[config.mk]
export PLATFORM = sky130hd
export DESIGN_NAME = key_uart_tx
export DESIGN_NICKNAME = d
export VERILOG_FILES = /design/src/rtl/key_uart_tx.sv
export SDC_FILE = /design/constraint.sdc
export NUM_CORES = 1
export LEC_CHECK = 0
export CAP_MARGIN = 20
export CORE_MARGIN = 3
export CORE_UTILIZATION = 45
export CTS_BUF_LIST = sky130_fd_sc_hd__clkbuf_8
export DETAILED_ROUTE_END_ITERATION = 6
export MAX_ROUTING_LAYER = met4
export PLACE_DENSITY = 0.72
export SLEW_MARGIN = 20
export SYNTH_ARGS = -nofsm -noshare
export SYNTH_HDL_FRONTEND = slang
export SYNTH_SLANG_ARGS = --single-unit
[constraint.sdc]
create_clock -name clk -period 2.5 [get_ports clk]
set_input_delay 0.375 -clock clk [delete_from_list [all_inputs] [get_ports clk]]
set_output_delay 0.375 -clock clk [all_outputs]
set_load 0.03 [all_outputs]
[src/rtl/key_uart_tx.sv]
// Key-event UART transmitter: queues non-zero ASCII key events in a small FIFO
// and sends each one as an 8N1 frame (LSB first) with back-to-back frames when queued.
module key_uart_tx #(
  parameter int CLK_DIV    = 868,
  parameter int FIFO_DEPTH = 8
) (
  input  logic                          clk,
  input  logic                          resetn,
  input  logic                          key_valid,
  input  logic [7:0]                    key_ascii,
  output logic                          uart_tx,
  output logic                          busy,
  output logic [$clog2(FIFO_DEPTH):0]   fifo_count,
  output logic                          overflow,
  output logic [1:0]                    o_dbg_state
);

  localparam int CW   = $clog2(CLK_DIV);
  localparam int PW   = $clog2(FIFO_DEPTH);
  localparam int CNTW = PW + 1;

  localparam logic [CW-1:0]   BAUD_LAST = CW'(CLK_DIV - 1);
  localparam logic [CNTW-1:0] DEPTH_C   = CNTW'(FIFO_DEPTH);

  typedef enum logic [1:0] {
    S_IDLE  = 2'd0,
    S_START = 2'd1,
    S_DATA  = 2'd2,
    S_STOP  = 2'd3
  } state_t;

  state_t          r_state;
  state_t          w_next_state;
  logic [CW-1:0]   r_baud_cnt;
  logic [CW-1:0]   w_baud_next;
  logic [2:0]      r_bit_idx;
  logic [2:0]      w_bit_idx_next;
  logic [2:0]      w_next_bit;
  logic [7:0]      r_shift;
  logic            r_tx;
  logic            w_tx_next;
  logic [7:0]      r_mem [FIFO_DEPTH];
  logic [PW-1:0]   r_wr_ptr;
  logic [PW-1:0]   r_rd_ptr;
  logic [CNTW-1:0] r_count;
  logic            r_overflow;

  logic            w_baud_done;
  logic            w_have_data;
  logic            w_pop;
  logic            w_push_req;
  logic            w_push;

  assign w_baud_done = (r_baud_cnt == BAUD_LAST);
  assign w_have_data = (r_count != '0);
  assign w_next_bit  = r_bit_idx + 3'd1;

  // key_valid has no back-pressure: a non-zero byte is taken when there is room,
  // where a pop on the same edge counts as room; otherwise it is lost and flagged.
  assign w_push_req = key_valid && (key_ascii != 8'd0);
  assign w_push     = w_push_req && ((r_count < DEPTH_C) || w_pop);

  always_ff @(posedge clk or negedge resetn) begin
    if (!resetn) begin
      r_state <= S_IDLE;
    end else begin
      r_state <= w_next_state;
    end
  end

  always_comb begin
    w_next_state = r_state;
    w_pop        = 1'b0;
    case (r_state)
      S_IDLE: begin
        if (w_have_data) begin
          w_next_state = S_START;
          w_pop        = 1'b1;
        end
      end
      S_START: begin
        if (w_baud_done) w_next_state = S_DATA;
      end
      S_DATA: begin
        if (w_baud_done && (r_bit_idx == 3'd7)) w_next_state = S_STOP;
      end
      S_STOP: begin
        if (w_baud_done) begin
          if (w_have_data) begin
            w_next_state = S_START;
            w_pop        = 1'b1;
          end else begin
            w_next_state = S_IDLE;
          end
        end
      end
      default: w_next_state = S_IDLE;
    endcase
  end

  always_comb begin
    w_tx_next      = 1'b1;
    w_baud_next    = '0;
    w_bit_idx_next = r_bit_idx;
    case (r_state)
      S_IDLE: begin
        w_tx_next      = !w_pop;
        w_bit_idx_next = 3'd0;
      end
      S_START: begin
        w_tx_next      = w_baud_done ? r_shift[0] : 1'b0;
        w_baud_next    = w_baud_done ? '0 : r_baud_cnt + CW'(1);
        w_bit_idx_next = 3'd0;
      end
      S_DATA: begin
        if (w_baud_done) begin
          w_tx_next      = (r_bit_idx == 3'd7) ? 1'b1 : r_shift[w_next_bit];
          w_bit_idx_next = w_next_bit;
        end else begin
          w_tx_next   = r_shift[r_bit_idx];
          w_baud_next = r_baud_cnt + CW'(1);
        end
      end
      S_STOP: begin
        w_tx_next   = !w_pop;
        w_baud_next = w_baud_done ? '0 : r_baud_cnt + CW'(1);
      end
      default: begin
        w_tx_next = 1'b1;
      end
    endcase
  end

  always_ff @(posedge clk or negedge resetn) begin
    if (!resetn) begin
      r_baud_cnt <= '0;
      r_bit_idx  <= 3'd0;
      r_shift    <= 8'd0;
      r_tx       <= 1'b1;
    end else begin
      r_baud_cnt <= w_baud_next;
      r_bit_idx  <= w_bit_idx_next;
      r_tx       <= w_tx_next;
      if (w_pop) r_shift <= r_mem[r_rd_ptr];
    end
  end

  // Storage has no reset; occupancy and pointers define what is valid.
  always_ff @(posedge clk) begin
    if (w_push) r_mem[r_wr_ptr] <= key_ascii;
  end

  always_ff @(posedge clk or negedge resetn) begin
    if (!resetn) begin
      r_wr_ptr   <= '0;
      r_rd_ptr   <= '0;
      r_count    <= '0;
      r_overflow <= 1'b0;
    end else begin
      if (w_push) r_wr_ptr <= r_wr_ptr + PW'(1);
      if (w_pop)  r_rd_ptr <= r_rd_ptr + PW'(1);
      case ({w_push, w_pop})
        2'b10:   r_count <= r_count + CNTW'(1);
        2'b01:   r_count <= r_count - CNTW'(1);
        default: r_count <= r_count;
      endcase
      if (w_push_req && !w_push) r_overflow <= 1'b1;
    end
  end

  assign uart_tx     = r_tx;
  assign busy        = (r_state != S_IDLE);
  assign fifo_count  = r_count;
  assign overflow    = r_overflow;
  assign o_dbg_state = r_state;

endmodule

* Yosys cells after proc, flatten, opt, wreduce, memory -nomap -nowiden
Memory sizes are Yosys's and may differ from the RTL's. A register that Yosys moved wholly into a read port is not among the register bits.
Index checks and enable logic that the tools add are counted.
W data, S select, Z words.
** Word-level totals
- Bits in registers :: 27
- Bits in latches :: 0
- RAM bits :: 64
- Memory bits (read-only) :: 0
- Bits of input ports :: 11
- Output and inout port bits :: 9
- Memories :: 1
** Memory list
- r_mem :: words 8, width 8, rd ports 1, clocked after Yosys merged registers in 1, wr ports 1, RTL line 42 : logic [7:0] r_mem [FIFO_DEPTH];
** Cells by class
- $add $sub $neg :: 6
- Multiply operators :: 0
- Div/mod/pow operators :: 0
- $lt $le $gt $ge :: 3
- Equal/unequal tests :: 12
- Shift-type cells :: 0
- Muxes and demuxes :: 24
- Bitwise logic cells :: 0
- Reductions and logical operators :: 19
** Operator list (count)
- $mux W10 :: 2
- $add A10 B1 Y10 const B :: 1
- $eq A10 B10 Y1 const B :: 1
- $mux W1 :: 10
- $ne A2 B2 Y1 const B :: 5
- $add A3 B1 Y3 const B :: 3
- $lt A3 B4 Y1 const B :: 2
- $mux W2 :: 4
- $pmux W2 S4 :: 1
- $pmux W4 S2 :: 1
- $reduce_bool A8 Y1 :: 1
- $bmux W1 S3 :: 2
- $eq A2 B2 Y1 const B :: 3
- $pmux W3 S2 :: 1
- $reduce_bool A2 Y1 :: 3
- $add A4 B1 Y4 const B :: 1
- $eq A2 B1 Y1 const B :: 2
- $logic_and A1 B1 Y1 :: 4
- $lt A4 B4 Y1 const B :: 1
- $reduce_and A4 Y1 :: 1
- $reduce_bool A4 Y1 :: 1
- $reduce_or A2 Y1 :: 2
- $sub A4 B1 Y4 const B :: 1
- $eq A3 B3 Y1 const B :: 1
- 8 further kinds :: 10

* Depth between registers and ports, before layout
- Depth in word-level cells :: 8
- Mapped depth :: 12
- Depth with buffers taken out :: 12

* Worst setup path before layout
Ideal clock, no wire load.
- Kind :: register -> register
- From :: reg r_state[0], in the netlist o_dbg_state[0]
- To :: reg r_count[3], in the netlist fifo_count[3]
- Data arrival time :: 2691 ps
- Required time :: 2360 ps
- Path slack :: -332 ps
- Cell stages (with the launch flop) :: 13
- Buffers on the path :: 0
- Path through :: dfrtp_1 -> inv_1 -> ha_1 -> inv_1 -> o21ai_1 -> o211ai_4 -> ha_1 -> ha_1 -> a21o_1 -> a21oi_1 -> xnor2_1 -> nor2_1 -> xor2_1
** Between the ends
- Word-level cells in the longest chain between the ends :: 6
- Elaborated cells on any way between the ends :: 9
- Those cells by class :: 3 x eq/ne; 2 x mux; 4 x reduce/logical
** RTL lines
- from (decl) :: RTL line 32 : state_t r_state;
- from (signal assigned) :: RTL line 67 : r_state <= w_next_state;
- $eq A2 B2 Y1 or $logic_not A2 Y1 (tied branches) :: RTL line 74 : case (r_state)
- $pmux W1 S2 * :: RTL line 74
- $logic_or A1 B1 Y1 :: RTL line 61 : assign w_push = w_push_req && ((r_count < DEPTH_C) || w_pop);
- $logic_and A1 B1 Y1 :: RTL line 61
- $eq A2 B1 Y1 or $eq A2 B2 Y1 (tied branches) :: RTL line 162 : case ({w_push, w_pop})
- $pmux W4 S2 or $reduce_bool A2 Y1 (tied branches)
- to (signal assigned) :: RTL line 163 : 2'b10: r_count <= r_count + CNTW'(1);
- to (signal assigned) :: RTL line 164 : 2'b01: r_count <= r_count - CNTW'(1);
- to (signal assigned) :: RTL line 165 : default: r_count <= r_count;
- to (decl) :: RTL line 45 : logic [CNTW-1:0] r_count;
Every way passes the cells marked *; elsewhere a longest branch is shown, timed or not.
A chain may end at the register's enable or synchronous reset.

* Worst setup path after layout
Same ends and word-level chain as after synthesis.

==> summary.txt <==
Worst setup path
  • Reg-to-Reg End: fifo_count[3]$_DFFE_PN0P_
  • R2r setup slk: 40 ps
  • Critical path class: flip-flop to flip-flop
  • Most common cell on crit path: ha_1
  • Worst Path Required: 2760 ps
  • CP delay by family, top: adder cells
  • Max incr delay on CP: 410 ps
  • Crit-path cells: inv_1 > ha_1 > nor2b_1 > and4_4 > o211ai_4 > ha_2 > buf_4 > ha_1 > a21oi_2 > xnor2_1 > nor2_1 > xor2_1
  • CP Capture Type: flip-flop
  • CP arrival: 2720 ps
  • Critical-path top delay cell: dfrtp_2
  • Worst-path maximum fanout: 4
  • Reg2Reg Depth: 12
  • Worst r2r src: o_dbg_state[0]$_DFFE_PN0P_
  • Crit path buffers/inverters: 2
  • Worst setup path startpoint: o_dbg_state[0]$_DFFE_PN0P_
  • Worst setup SP type: flip-flop

Global routing
  • Vias in the first global route: 2508
  • First-pass GRT wire length: 13600 um
  • GR Overflow Total: 0
  • Total global-route track usage: 0.163
  • Initial antenna violation count: 0
  • Largest net degree at the start of global routing: 36

Final layout
  • N_diodes: 0
  • Layout area overhead: 21.9%
  • Final cell count without fillers: 484
  • Multi-input logic area: 0.00165 mm^2
  • Share of layout cells above drive strength 1: 0.330
  • Reg area: 0.00280 mm^2
  • Nets: 374
  • Fillcell total: 720

Power and ir drop
  • Leak pwr: 2.03 nW
  • Worst vdd ir: 576 uV
  • Total design power: 3.95 mW
  • P per Cell Area: 728 mW/mm^2

Timing
  • Max-slew headroom: 0.473
  • RSZ-0062 raised after global routing: yes
  • Slew @ Worst Pin: 791 ps
  • Final hold vios: 0
  • Final setup violation count: 0
  • Time the worst path needs with I/O delays and setup: 2460 ps
  • Final setup TNS: 0 ps
  • Clk_skew: 20.1 ps
  • Final hold slack: 81.1 ps
  • Fmax: 406 MHz
  • Max-slew violation count: 0
  • Final Cycle Share: 0.986

Hold path
  • HP Class: input pin to async pin

Synthesis
  • Seq/Total Area, Yosys: 0.629
  • Synth Net Count: 308
  • Cell Area, Synth: 0.00445 mm^2
  • Syn_area_per_cell: 15.7 um^2
  • Synthesized flop and latch total: 99
  • Synthesized instance count: 284
  • Unique masters post-synth: 51
  • YS warnings: 0

Placement
  • HPWL after detailed placement: 5500 um
  • Placed Instances: 463
  • IO buf count: 19
  • Routability cong.: 0.804

Die
  • Cell Rows: 35
  • Die Area: 0.0111 mm^2
  • I/O pin count: 20
  • Die Ht: 105 um
  • Initial Util: 0.473
  • Core area: 0.00942 mm^2
  • Horiz. Die Dim: 105 um

Clocking
  • Clock slew at reported path FFs: 110 ps
  • CTS tree: built
  • H-tree depth: 3
  • Worst skew pair latency: 370 ps
  • Clock tree root buffer cell: clkbuf_8
  • CTS Hold Bufs: 0
  • Cts bufs inserted: 9
  • Max Buffers Root-to-Sink: 2
  • Sink Count: 99

Routing
  • Routed Wire Length: 8290 um
  • Routed Antenna Nets: 0
  • Met3 routed WL: 293 um
  • Max layer used: met4
  • Routed len/inst: 17.1 um
  • Vias: 2531
  • M1 WL: 3690 um
  • Iter 0 DRT Violations: 159
  • Post-DR vias/cell: 5.23
  • # DRC: 0
  • Pre-antenna DRT Iters: 4
  • Met2 wire length: 4210 um

Run status
  • Status: complete, no violations

Run
  • Max-cap check violation count: 0
## cells in the mapped netlist (all sizes together)
library cell	number	area (um^2)
a211o	1	8.76
a21boi	1	18.8
a21o	1	7.51
a21oi	11	55.1
a2bb2oi	1	26.3
a31o	1	8.76
a31oi	1	6.26
and2	1	6.26
and3	2	17.5
and4	1	11.3
and4bb	1	16.3
buf	9	50.1
clkbuf	2	8.75
dfrtp	34	851
dfstp	1	26.3
edfxtp	64	1920
fa	1	20.0
ha	12	150
inv	8	30.0
mux2	5	60.1
mux2i	10	100
mux4	20	450
nand2	15	56.3
nand2b	3	26.3
nand3	7	35.0
nand3b	2	15.0
nand4	3	18.8
nand4b	1	8.76
nor2	20	75.1
nor2b	2	12.5
nor3	9	45.0
nor3b	6	60.1
nor4	3	33.8
o211ai	1	21.3
o21ai	6	30.0
o22a	1	8.76
o41a	1	11.3
or2	1	8.76
xnor2	6	52.6
xor2	9	78.8
## power breakdown
group	switching, mW	internal, mW
Sequential	0.161	1.93
Combinational	0.385	0.362
Clock	0.611	0.498
Total	1.16	2.79
## routing by layer
metal | up-vias | track usage
met5 | - | -
met4 | 0 | 0.0412
met3 | 12 | 0.0355
met2 | 49 | 0.259
met1 | 1258 | 0.215
li1 | 1212 | -
## timing repair
item / 4_1_cts / 5_1_grt
pin swaps: 2 / 6
buffers inserted: 0 / 5
cloned: 0 / 0
endpoints found under the setup margin: 51 / 27
gates resized for setup: 9 / 8
## kinds of logic after synthesis
logic type,count (synthesis),share of synthesized area
AO/OA/AOI/OAI,26,0.0456
XOR/XNOR,15,0.0295
adder cells (fa/ha/maj),13,0.0382
buffers and inverters,19,0.0200
flip-flops,99,0.629
multiplexers,35,0.137
AND/OR/NAND/NOR,77,0.100
## worst register-to-register path: stages (launching register included)
cell      delay [ps]
dfrtp_2          410
inv_1             80
ha_1             270
nor2b_1          130
and4_4           270
o211ai_4          90
ha_2             200
buf_4            130
ha_1             300
a21oi_2          160
xnor2_1          120
nor2_1            60
xor2_1           130
## registers in the layout, indices dropped and copies added, names as in the netlist, 2 cells and up
name and flops:
r_mem 64, r_baud_cnt 10, r_shift 8, fifo_count 4
r_bit_idx 3, r_rd_ptr 3, r_wr_ptr 3, o_dbg_state 2
## final cells by class
class | count | share of cell area
sequential | 99 | 0.517
multi-input combinational | 166 | 0.305
timing repair buffer | 66 | 0.102
tap | 129 | 0.0298
clock buffer | 9 | 0.0228
clock inverter | 7 | 0.0180
inverter | 8 | 0.00554
## metrics by stage
step	util	area [um^2]	worst slack [ps]
2_1_floorplan	-	4470	-134
3_3_place_gp	0.539	5070	-382
3_5_place_dp	0.539	5070	-401
4_1_cts	0.567	5340	-90.6
5_1_grt	0.576	5420	-80.8
6_report	0.576	5420	35.1
## layout by cell type (no fill, tap or decap), types with 3 or more instances in the layout
cell,count
clkbuf_8,9
xnor2_1,6
a21oi_1,9
dfrtp_1,32
nand4_1,3
xor2_1,9
inv_8,3
mux4_2,20
nand3_1,7
mux2i_1,10
nor3_1,7
nor3b_4,4
buf_4,46
nor2_1,18
inv_1,7
clkdlybuf4s50_1,16
ha_1,9
o21ai_0,4
edfxtp_1,64
nand2_1,15
mux2_2,3
## worst max-delay path by stage
| stage | endpoint | slack (ps) | cells after the start |
|---|---|---|---|
| floorplan | fifo_count[3]$_DFFE_PN0P_ | -130 | 12 |
| global placement | fifo_count[3]$_DFFE_PN0P_ | -380 | 12 |
| global route | fifo_count[3]$_DFFE_PN0P_ | -80 | 12 |
| detailed placement | r_mem[2][2]$_DFFE_PP_ | -400 | 8 |
| finish | fifo_count[3]$_DFFE_PN0P_ | 40 | 12 |
| CTS | r_mem[6][3]$_DFFE_PP_ | -90 | 8 |
No activity file was read; power rests on OpenSTA's default activity.
